File: config.mk
export PLATFORM = sky130hd
export DESIGN_NAME = mult8x8_ctrl
export DESIGN_NICKNAME = d
export VERILOG_FILES = /design/src/rtl/mult8x8_pkg.sv /design/src/rtl/mult8x8_ctrl.sv
export SDC_FILE = /design/constraint.sdc
export NUM_CORES = 1
export LEC_CHECK = 0
export ABC_AREA = 1
export BUFFER_PORTS_ARGS = -buffer_cell sky130_fd_sc_hd__buf_4
export CAP_MARGIN = 15
export CELL_PAD_IN_SITES_DETAIL_PLACEMENT = 0
export CELL_PAD_IN_SITES_GLOBAL_PLACEMENT = 2
export CORE_UTILIZATION = 17
export CTS_BUF_LIST = sky130_fd_sc_hd__clkbuf_4 sky130_fd_sc_hd__clkbuf_8 sky130_fd_sc_hd__clkbuf_16
export DETAILED_ROUTE_END_ITERATION = 8
export GPL_ROUTABILITY_DRIVEN = 1
export PLACE_DENSITY = 0.75
export SYNTH_ARGS = -nofsm -noshare
export SYNTH_HDL_FRONTEND = slang
export SYNTH_SLANG_ARGS = --single-unit
File: constraint.sdc
create_clock -name clk -period 1 [get_ports clk]
set_input_delay 0.1 -clock clk [delete_from_list [all_inputs] [get_ports clk]]
set_output_delay 0.1 -clock clk [all_outputs]
set_load 0.005 [all_outputs]
File: src/rtl/mult8x8_pkg.sv
// Shared types and constants for the 8x8 sequential multiplier controller.
// State encodings, mux4 select codes, shifter codes and nibble width.
package mult8x8_pkg;

  localparam int NIB_W_DEF = 4;

  typedef enum logic [2:0] {
    ST_IDLE = 3'b000,
    ST_LSB  = 3'b001,
    ST_MID  = 3'b010,
    ST_MSB  = 3'b011,
    ST_DONE = 3'b100,
    ST_ERR  = 3'b101
  } state_e;

  localparam logic [1:0] SEL_LL = 2'b00;
  localparam logic [1:0] SEL_LH = 2'b01;
  localparam logic [1:0] SEL_HL = 2'b10;
  localparam logic [1:0] SEL_HH = 2'b11;

  localparam logic [1:0] SH_0  = 2'b00;
  localparam logic [1:0] SH_1N = 2'b01;
  localparam logic [1:0] SH_2N = 2'b10;

endpackage

File: src/rtl/mult8x8_ctrl.sv
// Control FSM for the sequential 8x8 multiplier (nibble mux, 4x4 mult, shift, acc).
// Optional MULT_CTRL_ERR_EN: start while busy traps in ERR and adds an err port.
import mult8x8_pkg::*;

module mult8x8_ctrl #(
  parameter int NIB_W   = NIB_W_DEF,
  parameter int STATE_W = 3
) (
  input  logic               clk,
  input  logic               reset,
  input  logic               start,
  output logic               op_load,
  output logic [1:0]         sel,
  output logic [1:0]         shift,
  output logic               acc_en,
  output logic               acc_load,
  output logic               busy,
  output logic               done,
`ifdef MULT_CTRL_ERR_EN
  output logic               err,
`endif
  output logic [STATE_W-1:0] state_out
);

  if (NIB_W < 1) begin : g_bad_nib
    $error("NIB_W must be at least 1");
  end

  state_e r_state;
  state_e w_state_nxt;
  logic   r_mid;
  logic   w_mid_nxt;
  logic   w_err;

  // State register and MID sub-step counter; reset abandons any sequence
  always_ff @(posedge clk) begin
    if (reset) begin
      r_state <= ST_IDLE;
      r_mid   <= 1'b0;
    end else begin
      r_state <= w_state_nxt;
      r_mid   <= w_mid_nxt;
    end
  end

  // Next-state and Moore output decode
  always_comb begin
    w_state_nxt = r_state;
    w_mid_nxt   = r_mid;
    sel         = SEL_LL;
    shift       = SH_0;
    acc_en      = 1'b0;
    acc_load    = 1'b0;
    busy        = 1'b0;
    done        = 1'b0;
    w_err       = 1'b0;
    unique case (r_state)
      ST_IDLE: begin
        if (start) begin
          w_state_nxt = ST_LSB;
          w_mid_nxt   = 1'b0;
        end
      end
      ST_LSB: begin
        sel         = SEL_LL;
        shift       = SH_0;
        acc_en      = 1'b1;
        acc_load    = 1'b1;
        busy        = 1'b1;
        w_state_nxt = ST_MID;
        w_mid_nxt   = 1'b0;
      end
      ST_MID: begin
        sel    = r_mid ? SEL_HL : SEL_LH;
        shift  = SH_1N;
        acc_en = 1'b1;
        busy   = 1'b1;
        if (r_mid) begin
          w_state_nxt = ST_MSB;
        end else begin
          w_mid_nxt = 1'b1;
        end
      end
      ST_MSB: begin
        sel         = SEL_HH;
        shift       = SH_2N;
        acc_en      = 1'b1;
        busy        = 1'b1;
        w_state_nxt = ST_DONE;
      end
      ST_DONE: begin
        done = 1'b1;
        if (start) begin
          w_state_nxt = ST_LSB;
          w_mid_nxt   = 1'b0;
        end else begin
          w_state_nxt = ST_IDLE;
        end
      end
`ifdef MULT_CTRL_ERR_EN
      ST_ERR: begin
        w_err = 1'b1;
      end
`endif
      default: begin
        w_state_nxt = ST_IDLE;
        w_mid_nxt   = 1'b0;
      end
    endcase
`ifdef MULT_CTRL_ERR_EN
    if (busy && start) begin
      w_state_nxt = ST_ERR;
      w_mid_nxt   = 1'b0;
    end
`endif
  end

  // Operand capture is a Mealy pulse so back-to-back runs lose no cycle
  assign op_load =
    start && (r_state == ST_IDLE || r_state == ST_DONE);

  assign state_out = STATE_W'(r_state);

`ifdef MULT_CTRL_ERR_EN
  assign err = w_err;
`else
  logic w_unused;
  assign w_unused = w_err;
`endif

endmodule

==> reports/metrics.yaml, run 1 <==
drive_gt1_frac: 0.6545
arrival_ns: 1.01
grt_max_degree: 6
postCtsHoldBufs: 0
end_kind: "primary output"
fin_setup_tns_ns: -0.7180
worst_hold_path_type: "in -> reg"
crit_path_start_kind: "flip-flop"
cp_data_required_time_ns: 0.90
whs_ns: 0.03345
status: "finished, violations left"
worstSetupPathType: "reg -> out"
synth_top_area_share: 0.3497
synth_edf_count: 0
syn_nets: 38
peakVddDrop_mv: 0.6232
synth-warning-count: 0
cts_buffer_depth: 2
worst_skew_pair.late_latency_ns: 0.24
syn_to_final_growth_pct: 91.80
p_per_area_nw_per_um2: 1892
cts_buffers: 3
drv_cap: 0
coreArea_um2: 1171
synthFlopType: "dfxtp_1"
ys_seq_area_frac: 0.3497
synth_common_cells: "nor2_1, nand2_1, dfxtp_1, inv_1, nand3_1"
dr.first_iter.drc_count: 4
diodes: 0
final_util: 0.3750
rsz0062_at_grt: "yes"
syn_inst: 35
cts_root_buf: "clkbuf_4"
async_flop_share: 0
via_per_inst: 4.087
clock.fmax_mhz: 897.9
synthTopCellsByArea: "dfxtp_1, nor2_1, nand2_1"
pwr-share-comb: 0.473
clock_power_share: 0.243
fin_nets: 60
worst_slack_ns: -0.1137
reg2reg_setup_slack_ns: 0.06
min_period_over_period: 1.114
drt_first_pass_iters: 2
finalSetupViolCount: 9
dieArea_um2: 1498
crit_fanout: 4
power_frac_seq: 0.284
grt_overflow: 0
syn_area_per_cell_um2: 6.542
synth_top_area_cell: "dfxtp_1"
cts-htree-levels: 1
antenna_found_initial: 0
cts_tree: "done"
path_clk_slew_ns: 0.04
post-synth-top-count-cell: "nor2_1"
start_util: 0.1955
drc: 0
fill_cells: 136
gp_congestion: 0.7179
grt_pass1_wl_um: 890
intPower_w: 0.0005558
io_buffers: 14
finClkSkew_ns: 0.002532
ant_nets: 0
p_leak_nw: 0.2385
cts.sinks: 4
worst_pin_slew_ns: 0.1572
grt_pass1_vias: 240
drv_slew: 0
die_w_um: 38.70
wire_per_inst_um: 8.667
die_h_um: 38.70
swShare: 0.3312
syn_area_um2: 229.0
finalCriticalPeriod_ns: 1.114
synth_seq_cells: 4
ios: 15
wl_um: 598
hold_viol: 0
violations: "setup timing"
p_sw_w: 0.0002752
hpwlAfterDp_um: 434.3
track_usage: 0.08939
synth_cell_type_count: 12
rows: 12
slew_headroom: 0.8948
vias: 282
-- cells by family after synthesis --
| kind of cell | share of synthesized area |
|---|---|
| AOI/OAI and AO/OA | 0.09289 |
| DFF | 0.3497 |
| and+or+nand+nor | 0.3771 |
| buffers and inverters | 0.1803 |
-- power by group through the flow --
stage | Clock [W] | Combinational [W] | Sequential [W]
floorplan | 0 | 0.000169 | 0.000213
detailed placement | 0 | 0.000331 | 0.000211
global route | 0.000212 | 0.000433 | 0.000240
global placement | 0 | 0.000337 | 0.000210
CTS | 0.000209 | 0.000357 | 0.000222
finish | 0.000202 | 0.000393 | 0.000236
-- cell type report --
class                           count  area (um2)  area share
Timing Repair Buffer               19       150.1      0.3419
Tap cell                           14       17.52     0.03989
Inverter                            7       26.28     0.05983
Sequential cell                     4       88.84      0.2023
Multi-Input combinational cell     22       133.9      0.3048
Clock buffer                        3       22.52     0.05128
-- metrics by stage --
stage                     std cells  area (um2)  worst slack (ns)  power (W)
after floorplan                  35       229.0            0.1102  0.0003814
after global placement           64       359.1          -0.05045  0.0005467
after detailed placement         64       359.1         -0.002498  0.0005419
after CTS                        68       407.9           -0.1441  0.0007874
after global routing             69       439.2           -0.1824  0.0008854
final                            69       439.2           -0.1137  0.0008310
-- registers in the layout (all words and copies together), names as in the netlist --
name / cells
r_mid: 1
state_out: 3
-- per-layer routing --
layer  vias up  GRT usage  routed length, um
met2        12     0.1417                299
li1        147          -                  -
met4         0    0.02586                  0
met5         -          0                  0
met3         0    0.05202                 64
met1       123     0.1000                234
-- worst paths after layout --
check / from / endpoint / depth (start not counted)
hold reg to reg: r_mid / r_mid / 2
setup / recovery: state_out[2] / sel[1] / 4
hold / removal: reset / r_mid / 2
setup reg to reg: state_out[1] / r_mid / 6
-- cells in the final DEF (no fill, tap or decap) --
master    synthesis  routed
dfxtp_2           0       1
o21ai_2           0       1
nor2_1            7       5
inv_1             4       4
nor2_2            1       1
dfxtp_4           0       2
clkbuf_4          0       3
nand2_2           0       1
inv_2             3       3
o21a_1            1       1
nand2_1           6       5
a21oi_2           1       1
buf_6             0       2
nand3_2           0       1
nor2_4            1       3
nand3_1           4       3
dfxtp_1           4       1
buf_4             2      17
-- critical path: stages, from the launching register on --
cell and delay [ns]:
dfxtp_2 0.34, nor2_4 0.13, nand2_2 0.08, o21ai_2 0.11, buf_4 0.12
-- what timing repair did --
item	CTS	global route
setup buffers	1	1
gates resized for setup	7	7
pin swaps	1	2
endpoints found under the setup margin	9	9
No activity file was read; power rests on OpenSTA's default activity.
==> run 2: changes to the inputs <==
--- a/config.mk
+++ b/config.mk
@@ -16,2 +16,3 @@
 export GPL_ROUTABILITY_DRIVEN = 1
+export HOLD_SLACK_MARGIN = 0.03
 export PLACE_DENSITY = 0.75
--- a/constraint.sdc
+++ b/constraint.sdc
@@ -3,2 +3,2 @@
 set_output_delay 0.1 -clock clk [all_outputs]
-set_load 0.005 [all_outputs]
+set_load 0.1 [all_outputs]
==> run 2 against run 1 <==
Compared with the run above:
- the run still ends with setup timing left
- first-iteration DRC count decreased by 50%
- power up 120%
- design area rose by 50%
- maximum frequency decreased by 11%
- core utilization is 19 points higher
- die area stayed put
- via count is 9.6% higher
- largest cell class unchanged
- largest power group unchanged
==> reports/metrics.yaml, run 2 (synthesis gave the netlist of run 1 again) <==
min_period_over_period: 1.247  # +0.1338
status: "finished, violations left"
hold_viol: 0  # unchanged
rows: 12  # unchanged
worst_slack_ns: -0.2475  # -0.1338 ns
grt_pass1_wl_mm: 1.159  # +30%
grt_pass1_vias: 302  # +26%
cp_data_required_time_ns: 0.90  # about the same
wl_um: 695  # +16%
vias: 309  # +9.6%
dr.first_iter.drc_count: 2  # -2
cts_root_buf: "clkbuf_4"
via_per_inst: 4.120  # +0.81%
syn_to_final_growth_pct: 186.9
io_buffers: 14  # unchanged
cts_buffer_depth: 2  # unchanged
power_w: 0.001813  # +120%
cts_tree: "done"
grt_overflow: 0  # unchanged
fin_nets: 65  # +8.3%
worstSetupPathType: "reg -> out"
grt_max_degree: 7  # +1
finalCriticalPeriod_ns: 1.247  # +0.1338 ns
largest_reg_flops: 3  # unchanged
rsz0062_at_grt: "yes"
worst_pin_slew_ns: 0.2015  # +0.04430 ns
cts-htree-levels: 1  # unchanged
antenna_found_initial: 0  # unchanged
drv_cap: 0  # unchanged
worst_hold_path_type: "in -> reg"
drc: 0  # unchanged
cts_buffers: 3  # unchanged
p_per_area_nw_per_um2: 2760  # +46%
finClkSkew_ns: 0.002470  # -0.00006186 ns
worst_skew_pair.late_latency_ns: 0.24  # about the same
diodes: 0  # unchanged
ios: 15  # unchanged
arrival_ns: 1.15  # +0.14 ns
worstRegToRegCells: 6  # unchanged
peakVddDrop_mv: 1.460  # +130%
end_kind: "primary output"
drt_first_pass_iters: 2  # unchanged
crit_path_start_kind: "flip-flop"
cts.sinks: 4  # unchanged
p_leak_nw: 0.2933  # +23%
drv_slew: 0  # unchanged
fin_setup_tns_ns: -1.845  # -1.127 ns
drive_gt1_frac: 0.7377  # +0.08316
path_clk_slew_ns: 0.04  # about the same
coreArea_um2: 1171  # unchanged
die_h_um: 38.70  # unchanged
finalSetupViolCount: 11  # +2
die_w_um: 38.70  # unchanged
crit_fanout: 6  # +2
layout_common_cells: "buf_4, buf_12, nor2_4"
holdPathStages: 6  # +4
track_usage: 0.1228  # +0.03337
ant_nets: 0  # unchanged
wire_per_inst_um: 9.267  # +6.9%
dieArea_um2: 1498  # unchanged
violations: "setup timing"
slew_headroom: 0.8660  # -0.02882
clock.fmax_mhz: 801.6  # -11%
start_util: 0.1955  # unchanged
gp_congestion: 0.7467  # +4.0%
[run 2: changes by cell type in the layout (fill, tap and decap cells not counted), sizes merged]
| cell | delta |
|---|---|
| buf | +4 |
| clkbuf | +1 |
| clkinvlp | +1 |
| dlygate4sd3 | +1 |
| inv | -1 |
[run 2: path summary, 6_finish.rpt]
path           startpoint  endpoint  slack, ns
max          state_out[1]      done      -0.25
min reg2reg         r_mid     r_mid       0.47
max reg2reg  state_out[1]     r_mid      -0.01
min                 start     r_mid       0.30
[run 2: critical path, cell delays in order (launching register included)]
cell	delay, ns
dfxtp_4	0.37
nor2_4	0.18
inv_4	0.06
nor2_4	0.12
buf_12	0.18
[run 2: layout make-up]
class,count,area [um2]
fillers,108,514.2
repair buffers,24,319.1
multi-input cells,22,166.4
flip-flops and latches,4,91.34
inverters,7,32.53
clock buffers,4,30.03
well taps,14,17.52
[run 2: power by group]
| part | internal, W | switching [W] | leakage (nW) |
|---|---|---|---|
| clock | 0.000177 | 0.0000716 | 0.0184 |
| combinational | 0.000456 | 0.000871 | 0.240 |
| sequential | 0.000190 | 0.0000463 | 0.0348 |
| total | 0.000824 | 0.000989 | 0.293 |
[run 2: per-stage QoR]
step / hold slack, ns / instances / utilization / setup slack, ns / cell area, um2
final: 0.2979 / 75 / 0.5609 / -0.2475 / 656.9
after global routing: 0.3232 / 75 / 0.5609 / -0.3011 / 656.9
after CTS: 0.2863 / 74 / 0.5524 / -0.2662 / 646.9
after detailed placement: 0.2757 / 69 / 0.3910 / -0.2005 / 457.9
after global placement: 0.2756 / 69 / 0.3910 / -0.1766 / 457.9
after floorplan: 0.1624 / 35 / - / -0.5411 / 310.3
[run 2: per-layer routing]
layer / wire, um / vias to the layer above / GRT usage
li1: - / 159 / -
met1: 294 / 138 / 0.1276
met2: 354 / 10 / 0.1875
met4: 14 / 0 / 0.1293
met5: 0 / - / 0
met3: 31 / 2 / 0.03468
[run 2: timing repair]
item / CTS / global route
hold endpoints to repair: 2 / 0
pin swaps: 1 / 3
resized for setup: 37 / 1
hold buffers: 1 / 0
endpoints found under the setup margin: 13 / 12
buffers inserted: 0 / 1
gates cloned: 0 / 0
==> run 3: changes to the inputs <==
- REMOVE_ABC_BUFFERS: not set -> 1
==> run 3 against run 2 <==
Compared with the run above:
- the flow still finishes with violations (setup timing)
- sequential share of layout area rose by 0.21 points
- final cell count unchanged
- maximum frequency decreased by 0.12%
- worst hold slack got worse by 0.0019 ns
- die area unchanged
- clock power decreased by 16%
- setup slack worse by 0.0015 ns
- via count decreased by 2.9%
- sequential power about the same
- largest cell class unchanged
==> reports/metrics.yaml, run 3 (synthesis gave the netlist of run 1 again) <==
place_area_um2: 404.1  # -12%
drc: 0  # unchanged
diodes: 0  # unchanged
grt_overflow: 0  # unchanged
end_kind: "primary output"
worst_pin_slew_ns: 0.2776  # +0.07612 ns
crit_path_start_kind: "flip-flop"
worst_skew_pair.late_latency_ns: 0.24  # about the same
worst_slack_ns: -0.2490  # -0.001484 ns
cts_root_buf: "clkbuf_4"
rows: 12  # unchanged
start_util: 0.1955  # unchanged
cts_buffer_depth: 2  # unchanged
arrival_ns: 1.15  # about the same
cts.sinks: 4  # unchanged
drv_cap: 0  # unchanged
drive_gt1_frac: 0.7377  # unchanged
finClkSkew_ns: 0.007508  # +0.005038 ns
wire_per_inst_um: 9.880  # +6.6%
crit_end: "acc_en"
cts-htree-levels: 1  # unchanged
peakVddDrop_mv: 1.292  # -11%
design_area_um2: 629.4  # -4.2%
min_period_over_period: 1.249  # +0.001484
slew_headroom: 0.8165  # -0.04956
cp_data_required_time_ns: 0.90  # about the same
clock.fmax_mhz: 800.7  # -0.12%
fin_nets: 66  # +1.5%
hpwlAfterDp_um: 470.3
violations: "setup timing"
worst_hold_path_type: "in -> reg"
grt_max_degree: 6  # -1
vias: 300  # -2.9%
cts_buffers: 3  # unchanged
worstSetupPathType: "reg -> out"
r2r-end: "r_mid"
ant_nets: 0  # unchanged
gp_congestion: 0.7390  # -1.0%
crit_start: "state_out[2]"
reg2reg_setup_slack_ns: -0.04  # -0.03 ns
via_per_inst: 4.000  # -2.9%
fin_setup_tns_ns: -1.970  # -0.1246 ns
grt_pass1_vias: 315  # +4.3%
finalSetupViolCount: 13  # +2
hold_viol: 0  # unchanged
final_util: 0.5374  # -0.02350
path_clk_slew_ns: 0.04  # about the same
dr.first_iter.drc_count: 2  # unchanged
finalCriticalPeriod_ns: 1.249  # +0.001484 ns
dp_slack_ns: -0.1535  # +0.04704 ns
p_per_area_nw_per_um2: 2753  # -0.26%
coreArea_um2: 1171  # unchanged
dieArea_um2: 1498  # unchanged
r2r-start: "state_out[0]"
die_h_um: 38.70  # unchanged
antenna_found_initial: 0  # unchanged
io_buffers: 14  # unchanged
layout_commonest_cell: "buf_4"
syn_to_final_growth_pct: 174.9
worstRegToRegCells: 6  # unchanged
status: "finished, violations left"
die_w_um: 38.70  # unchanged
rsz0062_at_grt: "yes"
track_usage: 0.1200  # -0.002813
wl_um: 741  # +6.6%
drv_slew: 0  # unchanged
crit_fanout: 3  # -3
ios: 15  # unchanged
layout_common_cells: "buf_4, buf_12, nor2_4, nor2_1, buf_6"
largest_reg_flops: 3  # unchanged
grt_pass1_wl_mm: 1.200  # +3.5%
cts_tree: "done"
p_leak_nw: 0.2963  # +1.0%
drt_first_pass_iters: 2  # unchanged
==> run 3: report_power, final <==
part           internal (W)  switching (W)
clock              0.000135      0.0000745
sequential         0.000192      0.0000466
combinational      0.000429       0.000856
total              0.000756       0.000977
==> run 3: area by class of cell <==
cell class              count  area (um2)
repair buffers             25       317.8
fillers                   120       541.8
well taps                  14       17.52
multi-input cells          22       153.9
clock buffers               3       22.52
flip-flops and latches      4       88.84
inverters                   7       28.78
==> run 3: worst min path at each step <==
stage / depth (start not counted) / slack [ns] / from / endpoint
5_1_grt: 6 / 0.34 / start / r_mid
3_5_place_dp: 2 / 0.28 / reset / r_mid
2_1_floorplan: 1 / 0.16 / reset / r_mid
4_1_cts: 5 / 0.28 / start / state_out[0]
6_report: 6 / 0.30 / start / r_mid
3_3_place_gp: 2 / 0.28 / reset / r_mid
==> run 3: layer usage <==
layer / track usage / up-vias / wire, um
met4: 0.1034 / 0 / 0
li1: - / 157 / -
met3: 0.02312 / 0 / 36
met1: 0.1229 / 134 / 282
met2: 0.2042 / 9 / 423
met5: 0 / - / 0
==> run 3: per-stage QoR <==
step,total power [W],instances,hold slack [ns]
2_1_floorplan,0.0009359,33,0.1624
4_1_cts,0.001680,74,0.2777
5_1_grt,0.001804,75,0.3389
3_5_place_dp,0.001229,70,0.2762
3_3_place_gp,0.001233,70,0.2756
6_report,0.001732,75,0.2960
==> run 3: timing repair <==
| action | 4_1_cts | 5_1_grt |
|---|---|---|
| pin swaps | 2 | 5 |
| endpoints found under the hold margin | 1 | 0 |
| setup buffers | 0 | 2 |
| gates cloned | 0 | 0 |
| hold buffers | 1 | 0 |
| endpoints found under the setup margin | 14 | 15 |
| gates resized for setup | 40 | 10 |
==> run 3: critical path: stages, from the launching register on <==
cell	delay [ns]
dfxtp_2	0.34
buf_6	0.13
nor2_1	0.13
buf_4	0.31
